File: config.mk
export PLATFORM = sky130hd
export DESIGN_NAME = expr_recognizer
export DESIGN_NICKNAME = d
export VERILOG_FILES = /design/src/rtl/expr_recognizer.sv
export SDC_FILE = /design/constraint.sdc
export NUM_CORES = 1
export LEC_CHECK = 0
export BUFFER_PORTS_ARGS = -buffer_cell sky130_fd_sc_hd__buf_2
export CORE_ASPECT_RATIO = 1.5
export CORE_MARGIN = 5
export CORE_UTILIZATION = 49
export CTS_CLUSTER_DIAMETER = 30
export DETAILED_ROUTE_END_ITERATION = 16
export MAX_ROUTING_LAYER = met4
export PLACE_DENSITY = 0.75
export SETUP_SLACK_MARGIN = 0.3
export SYNTH_ARGS = -nofsm -noshare
export SYNTH_HDL_FRONTEND = slang
export SYNTH_SLANG_ARGS = --single-unit
File: constraint.sdc
create_clock -name clk -period 2.2 [get_ports clk]
set_input_delay 0.22 -clock clk [delete_from_list [all_inputs] [get_ports clk]]
set_output_delay 0.22 -clock clk [all_outputs]
set_load 0.01 [all_outputs]
File: src/rtl/expr_recognizer.sv
// Streaming recognizer for ASCII arithmetic expressions: multi-digit operands, + - * /, nested parens.
// Optional feature: define SPACE_SKIP_EN to let 0x20 act as a separator instead of an illegal char.
module expr_recognizer #(
  parameter int MAX_DEPTH  = 7,
  parameter int MAX_DIGITS = 4,
  parameter int CNT_W      = 8,
  parameter int DEPTH_W    = $clog2(MAX_DEPTH + 1)
) (
  input  logic               clk,
  input  logic               clr_n,
  input  logic               restart,
  input  logic               in_valid,
  input  logic [7:0]         in,
  output logic               out,
  output logic               err,
  output logic [DEPTH_W-1:0] depth,
  output logic [CNT_W-1:0]   char_cnt
);

  localparam int DCNT_W = $clog2(MAX_DIGITS + 1);
  localparam logic [DEPTH_W-1:0] DEPTH_MAX = DEPTH_W'(MAX_DEPTH);
  localparam logic [DCNT_W-1:0]  DCNT_MAX  = DCNT_W'(MAX_DIGITS);
  localparam logic [CNT_W-1:0]   CNT_MAX   = '1;

  typedef enum logic [1:0] {S_OPND, S_NUM, S_CLOSE, S_ERR} state_t;

  state_t             state_q, state_d;
  logic [DEPTH_W-1:0] depth_q, depth_d;
  logic [DCNT_W-1:0]  dcnt_q, dcnt_d;
  logic [CNT_W-1:0]   cnt_q, cnt_d;
  logic               sp_q, sp_d;
  logic               out_q, out_d;
  logic               err_q, err_d;

  logic is_digit, is_op, is_lpar, is_rpar, is_skip;

  assign is_digit = (in >= 8'h30) && (in <= 8'h39);
  assign is_op    = (in == 8'h2B) || (in == 8'h2D) || (in == 8'h2A) || (in == 8'h2F);
  assign is_lpar  = (in == 8'h28);
  assign is_rpar  = (in == 8'h29);
`ifdef SPACE_SKIP_EN
  assign is_skip  = (in == 8'h20);
`else
  assign is_skip  = 1'b0;
`endif

  always_comb begin
    state_d = state_q;
    depth_d = depth_q;
    dcnt_d  = dcnt_q;
    cnt_d   = cnt_q;
    sp_d    = sp_q;
    if (restart) begin
      state_d = S_OPND;
      depth_d = '0;
      dcnt_d  = '0;
      cnt_d   = '0;
      sp_d    = 1'b0;
    end else if (in_valid) begin
      if (cnt_q != CNT_MAX) cnt_d = cnt_q + CNT_W'(1);
      unique case (state_q)
        S_OPND: begin
          if (is_digit) begin
            state_d = S_NUM;
            dcnt_d  = DCNT_W'(1);
            sp_d    = 1'b0;
          end else if (is_lpar) begin
            if (depth_q == DEPTH_MAX) state_d = S_ERR;
            else depth_d = depth_q + DEPTH_W'(1);
          end else if (!is_skip) begin
            state_d = S_ERR;
          end
        end
        S_NUM: begin
          if (is_digit) begin
            // a space already ended this number, so another digit cannot extend it
            if (dcnt_q == DCNT_MAX || sp_q) state_d = S_ERR;
            else dcnt_d = dcnt_q + DCNT_W'(1);
          end else if (is_op) begin
            state_d = S_OPND;
          end else if (is_rpar) begin
            if (depth_q == '0) state_d = S_ERR;
            else begin
              state_d = S_CLOSE;
              depth_d = depth_q - DEPTH_W'(1);
            end
          end else if (is_skip) begin
            sp_d = 1'b1;
          end else begin
            state_d = S_ERR;
          end
        end
        S_CLOSE: begin
          if (is_op) begin
            state_d = S_OPND;
          end else if (is_rpar) begin
            if (depth_q == '0) state_d = S_ERR;
            else depth_d = depth_q - DEPTH_W'(1);
          end else if (!is_skip) begin
            state_d = S_ERR;
          end
        end
        S_ERR: begin
        end
      endcase
    end
    out_d = ((state_d == S_NUM) || (state_d == S_CLOSE)) && (depth_d == '0);
    err_d = (state_d == S_ERR);
  end

  always_ff @(posedge clk or negedge clr_n) begin
    if (!clr_n) begin
      state_q <= S_OPND;
      depth_q <= '0;
      dcnt_q  <= '0;
      cnt_q   <= '0;
      sp_q    <= 1'b0;
      out_q   <= 1'b0;
      err_q   <= 1'b0;
    end else begin
      state_q <= state_d;
      depth_q <= depth_d;
      dcnt_q  <= dcnt_d;
      cnt_q   <= cnt_d;
      sp_q    <= sp_d;
      out_q   <= out_d;
      err_q   <= err_d;
    end
  end

  assign out      = out_q;
  assign err      = err_q;
  assign depth    = depth_q;
  assign char_cnt = cnt_q;

endmodule

==> results of run 1 <==
==> layout by cell type (no fill, tap or decap), drive strengths merged, types with 4 or more instances in the layout <==
cell   synthesis  routed
o21ai          6       6
nand2         10      10
nand3          4       4
inv            7       7
dfrtp         18      18
ha             7       7
nand4          6       6
nor2          18      18
nor2b          4       4
a21oi          6       6
buf            4      37
xor2           5       5
==> cell families after synthesis <==
| logic type | Yosys count |
|---|---|
| compound gates | 32 |
| xor+xnor | 7 |
| fa+ha+maj | 7 |
| buf+inv | 12 |
| flops | 18 |
| mux | 1 |
| simple gates | 61 |
==> critical path: cells and delay by family, from the launching register on <==
kind                       cells  cell delay [ps]
AOI/OAI and AO/OA              4              720
and+or+nand+nor                2              510
adders and majority gates      2              440
DFF                            1              400
buffers and inverters          1               90
==> routing by layer <==
metal,global-route usage,up-vias
li1,-,574
met1,0.208,563
met2,0.326,40
met3,0.0184,6
met4,0.0641,0
met5,-,-
==> area by class of cell <==
class | instances | area, um2
clock buffers | 3 | 22.5
fillers | 213 | 895
inverters | 7 | 26.3
multi-input cells | 108 | 815
flip-flops and latches | 18 | 450
well taps | 24 | 30.0
repair buffers | 38 | 239
==> stage by stage <==
step                hold WS (ps)  setup WS [ps]  cell area (um2)   util  cells
CTS                          320          -32.5             1550  0.624    195
floorplan                  -75.6           28.3             1300      -    138
global route                 340           -147             1580  0.639    198
finish                       332          -82.0             1580  0.639    198
detailed placement           170          -70.8             1460  0.587    186
global placement             167           54.1             1460  0.587    186
==> path summary, 6_finish.rpt <==
check,to,slack (ps),cells past startpoint
hold reg to reg,dcnt_q[1],580,2
setup / recovery,out,-80,9
setup reg to reg,out,-80,9
hold / removal,char_cnt[3],330,2
max in group asynchronous,state_q[0],1520,2
min in group asynchronous,out,390,2
==> sequential cells by signal, summed over array words and instances (netlist names) <==
register,count
char_cnt,8
dcnt_q,3
depth,3
err,1
out,1
state_q,2
==> power breakdown <==
part           switching (mW)  internal [mW]  total, mW
sequential             0.0186          0.344      0.362
clock                  0.0902         0.0635      0.154
combinational          0.0835         0.0722      0.156
total                   0.192          0.479      0.672
==> synthesized netlist by cell type, drive strengths merged <==
library cell / instances
nand3: 4
o21ai: 6
clkbuf: 1
xnor2: 2
a311oi: 1
o2111ai: 1
nand2: 10
a211o: 1
a221oi: 1
ha: 7
a21boi: 1
inv: 7
nand4: 6
and4bb: 1
a31oi: 3
mux2i: 1
nor2: 18
o211ai: 2
and4: 1
buf: 4
and2: 2
o31ai: 1
nor4b: 3
a211oi: 2
nor2b: 4
nand2b: 1
and3: 3
o21a: 1
or3b: 1
a41o: 2
a32oi: 1
o2111a: 1
and2b: 3
a21oi: 6
dfrtp: 18
a21o: 1
a21bo: 1
nand4b: 1
xor2: 5
nor3b: 3
==> what timing repair did <==
| item | 4_1_cts | 5_1_grt |
|---|---|---|
| pin swaps | 4 | 7 |
| setup buffers | 5 | 3 |
| hold buffers | 1 | 0 |
| endpoints found under the setup margin | 2 | 3 |
| resized for setup | 5 | 3 |
| hold endpoints to repair | 18 | 0 |
==> results.json, run 1 <==
{
  "outcome": "finished with violations",
  "violations": "negative setup slack",
  "synth_top_family_by_area": "simple AND/OR/NAND/NOR gates",
  "timing.setup.tns_ps": -82.0,
  "via_count": 1183,
  "timing.slew.headroom": 0.721,
  "die_w_um": 51.8,
  "critPathSlowestCell": "dfrtp_1",
  "synth-compound-area-share": 0.183,
  "syn2layout_area_growth_pct": 23.1,
  "initial_utilization": 0.519,
  "worst-endpoint-arrival_ps": 2440,
  "post_synth_and_or_nand_nor_area_fraction": 0.299,
  "cts-buffers-inserted": 3,
  "netlist_area_mm2": 0.00129,
  "final_layout_size_suffix_gt1_frac": 0.339,
  "hold_path_class": "in2reg",
  "totalWireLength_mm": 3.17,
  "synthDistinctLibCells": 49,
  "drv_cap": 0,
  "met1Wirelength_mm": 1.21,
  "fp-row-count": 22,
  "worstMarginPinSlew_ps": 417,
  "total_of_buffers_placed_on_input_and_output_ports": 24,
  "slowest_delay_ps": 400,
  "first_pass_iters": 4,
  "seq_area_frac_synth": 0.350,
  "critPathCaptureType": "flip-flop",
  "final_min_period_over_clock_period": 1.04,
  "yosys_warnings": 0,
  "grt_overflow_total": 0,
  "worst_setup_hold_path_clk_slew_ps": 100,
  "worstSetupStartpoint": "depth[0]",
  "core_region_area_mm2": 0.00248,
  "slew_viol_final": 0,
  "period_minus_slack_ps": 2280,
  "grt_setup_unrepaired": "yes",
  "diodes": 0,
  "die_y_um": 72.8,
  "critPathLaunchType": "flip-flop",
  "pin_count": 25,
  "post_drt_via_cell_ratio": 5.97,
  "grt_start_max_net_pins": 19,
  "worst-setup-path-type": "reg2reg",
  "avgRoutedWirePerCell_um": 16.0,
  "met3_wirelength_um": 171,
  "p_total_uw": 672,
  "antenna_found_initial": 0,
  "post-synth-top-area-fraction": 0.350,
  "top_layer": "met4",
  "cts-htree-levels": 1,
  "floorplan.die_area_mm2": 0.00377,
  "synth_xor_xnor_area_share": 0.0477,
  "met2WireLength_mm": 1.74,
  "holdCritStartpoint": "restart",
  "fin_nets": 195,
  "cp_cell_sequence": "inv_2 -> ha_4 -> or3b_4 -> a21oi_2 -> o21ai_1 -> a21o_1 -> a311oi_2 -> ha_1 -> nor4b_4",
  "syn_nets": 157,
  "critical_path.max_fanout": 2,
  "postSynthAreaPerCell_um2": 9.32,
  "dp_hpwl_mm": 2.39,
  "synthMuxAreaShare": 0.00778,
  "worst_case_clock_skew_ps": 6.23,
  "report.final.hold_viol_count": 0,
  "power.static_leakage_nw": 0.766,
  "first_global_vias": 1190,
  "ys_ff_latch": 18,
  "drc": 0,
  "max_clock_freq_ghz": 0.438,
  "area_share_of_fa_ha_maj_cells_after_synthesis": 0.0681,
  "track_usage": 0.183,
  "worst_skew_pair.late_latency_ps": 280,
  "r2r-start": "depth[0]",
  "finalWeightedCongestion": 0.867,
  "top_post_synthesis_cells_by_area": "dfrtp_1 35%, ha_1 6.8%, nor2_1 5.3%",
  "power_per_cell_area_mw_per_mm2": 424,
  "clock_tree_from_tritoncts": "built",
  "maximum_clock_insertion_buffer_count": 2,
  "ant_nets": 0,
  "postSynthCellCount": 138,
  "first_iter_violations": 51,
  "cts.root.buffer_cell": "clkbuf_4",
  "worst_ir_drop_vdd_uv": 289,
  "crit_required_ps": 2360,
  "fin_ws_ps": -82.0,
  "setup_viol_count_final": 1,
  "post-synth-top-area-cell": "dfrtp_1",
  "clock_sinks": 18,
  "grt_pass1_wl_mm": 5.25
}
No activity file was read; power rests on OpenSTA's default activity.
==> inputs of run 2 (changes only) <==
- MAX_ROUTING_LAYER: met4 -> unset
==> results.json, run 2 (same netlist as run 1, synthesis figures left out) <==
{
  "outcome": "finished with violations",
  "violations": "negative setup slack",
  "post_drt_via_cell_ratio": 5.98,
  "grt_setup_unrepaired": "yes",
  "first_global_vias": 1188,
  "dpl_worst_slack_ps": -70.8,
  "clock_sinks": 18,
  "dp_hpwl_mm": 2.39,
  "cts-buffers-inserted": 3,
  "drc": 0,
  "multi_input_comb_area_um2": 815,
  "floorplan.die_area_mm2": 0.00377,
  "power.share.clock": 0.229,
  "ant_nets": 0,
  "worst_skew_pair.late_latency_ps": 280,
  "critical_path.max_fanout": 2,
  "final_min_period_over_clock_period": 1.04,
  "crit_required_ps": 2360,
  "maximum_clock_insertion_buffer_count": 2,
  "fin_ws_ps": -82.0,
  "timing.slew.headroom": 0.721,
  "hold_path_class": "in2reg",
  "worst_setup_hold_path_clk_slew_ps": 90,
  "track_usage": 0.178,
  "met3_wirelength_um": 171,
  "finalWeightedCongestion": 0.854,
  "cts.root.buffer_cell": "clkbuf_4",
  "report.final.hold_viol_count": 0,
  "period_minus_slack_ps": 2280,
  "clock_tree_from_tritoncts": "built",
  "p_int_uw": 479,
  "fill_cells": 213,
  "total_of_buffers_placed_on_input_and_output_ports": 24,
  "power.static_leakage_nw": 0.766,
  "totalWireLength_mm": 3.17,
  "hold_slack_ps": 332,
  "grt_start_max_net_pins": 19,
  "fin_nets": 195,
  "placedCellCount": 186,
  "p_sw_uw": 192,
  "grt_overflow_total": 0,
  "layout.cells.most_common_list": "24 x buf_2, 18 x nor2_1, 18 x dfrtp_1",
  "antenna_found_initial": 0,
  "diodes": 0,
  "avgRoutedWirePerCell_um": 16.0,
  "power_switching_share": 0.286,
  "met1Wirelength_mm": 1.21,
  "power_per_cell_area_mw_per_mm2": 424,
  "setup_viol_count_final": 1,
  "worst_case_clock_skew_ps": 5.82,
  "critPathCaptureType": "flip-flop",
  "slew_viol_final": 0,
  "max_clock_freq_ghz": 0.438,
  "top_layer": "met4",
  "layout_commonest_cell": "buf_2",
  "grt_pass1_wl_mm": 5.24,
  "die_y_um": 72.8,
  "finalNonFillerCells": 198,
  "p_total_uw": 671,
  "final_layout_size_suffix_gt1_frac": 0.339,
  "fp-row-count": 22,
  "syn2layout_area_growth_pct": 23.1,
  "worst-setup-path-type": "reg2reg",
  "worstMarginPinSlew_ps": 417,
  "first_pass_iters": 4,
  "via_count": 1184,
  "initial_utilization": 0.519,
  "pin_count": 25,
  "register_area_um2": 450,
  "critPathLaunchType": "flip-flop",
  "worst-endpoint-arrival_ps": 2440,
  "flip_flop_count_of_the_largest_register_all_copies_and_words_added": 8,
  "pwr-share-comb": 0.232,
  "core_region_area_mm2": 0.00248,
  "met2WireLength_mm": 1.75,
  "cts-htree-levels": 1,
  "sequentialPowerShare": 0.540,
  "first_iter_violations": 52,
  "drv_cap": 0,
  "utilization": 0.639,
  "worst_ir_drop_vdd_uv": 289,
  "die_w_um": 51.8
}
[run 2: path summary, 6_finish.rpt]
check | cells past startpoint | start | slack, ps | end
max | 9 | depth[0] | -80 | out
min reg2reg | 2 | dcnt_q[1] | 580 | dcnt_q[1]
max in group asynchronous | 2 | clr_n | 1530 | state_q[0]
max reg2reg | 9 | depth[0] | -80 | out
min in group asynchronous | 2 | clr_n | 390 | out
min | 2 | restart | 330 | char_cnt[3]
[run 2: power by group through the flow]
| stage | Combinational, mW | Sequential [mW] | Clock, mW |
|---|---|---|---|
| after floorplan | 0.0832 | 0.364 | 0 |
| after global placement | 0.127 | 0.368 | 0 |
| after detailed placement | 0.132 | 0.368 | 0 |
| after CTS | 0.149 | 0.362 | 0.161 |
| after global routing | 0.169 | 0.365 | 0.174 |
| final | 0.156 | 0.362 | 0.153 |
[run 2: final cells by class]
cell class / instances / area share
clock buffer: 3 / 0.0142
inverter: 7 / 0.0166
multi-input combinational: 108 / 0.515
sequential: 18 / 0.285
tap: 24 / 0.0190
timing repair buffer: 38 / 0.151
[run 2: metrics by stage]
stage	area, um2	setup TNS (ps)
after detailed placement	1460	-70.8
final	1580	-82.0
after CTS	1550	-32.5
after global routing	1580	-185
after global placement	1460	0
after floorplan	1300	0
[run 2: repair_timing]
item                       in CTS  in global routing
pin swaps                       4                  7
setup endpoints to repair       2                  3
hold buffers                    1                  0
buffers inserted                5                  3
gates resized for setup         5                  3
hold endpoints to repair       18                  0
[run 2: metal layers]
layer | global-route usage | vias to the layer above
li1 | - | 574
met1 | 0.208 | 564
met2 | 0.326 | 40
met3 | 0.0184 | 6
met4 | 0.0641 | 0
met5 | 0 | -
[run 2: worst max-delay path, cell delays in order (launching register included)]
cell and delay, ps:
dfrtp_1 400, inv_2 90, ha_4 140, or3b_4 370
a21oi_2 140, o21ai_1 90, a21o_1 190, a311oi_2 300
ha_1 300, nor4b_4 140
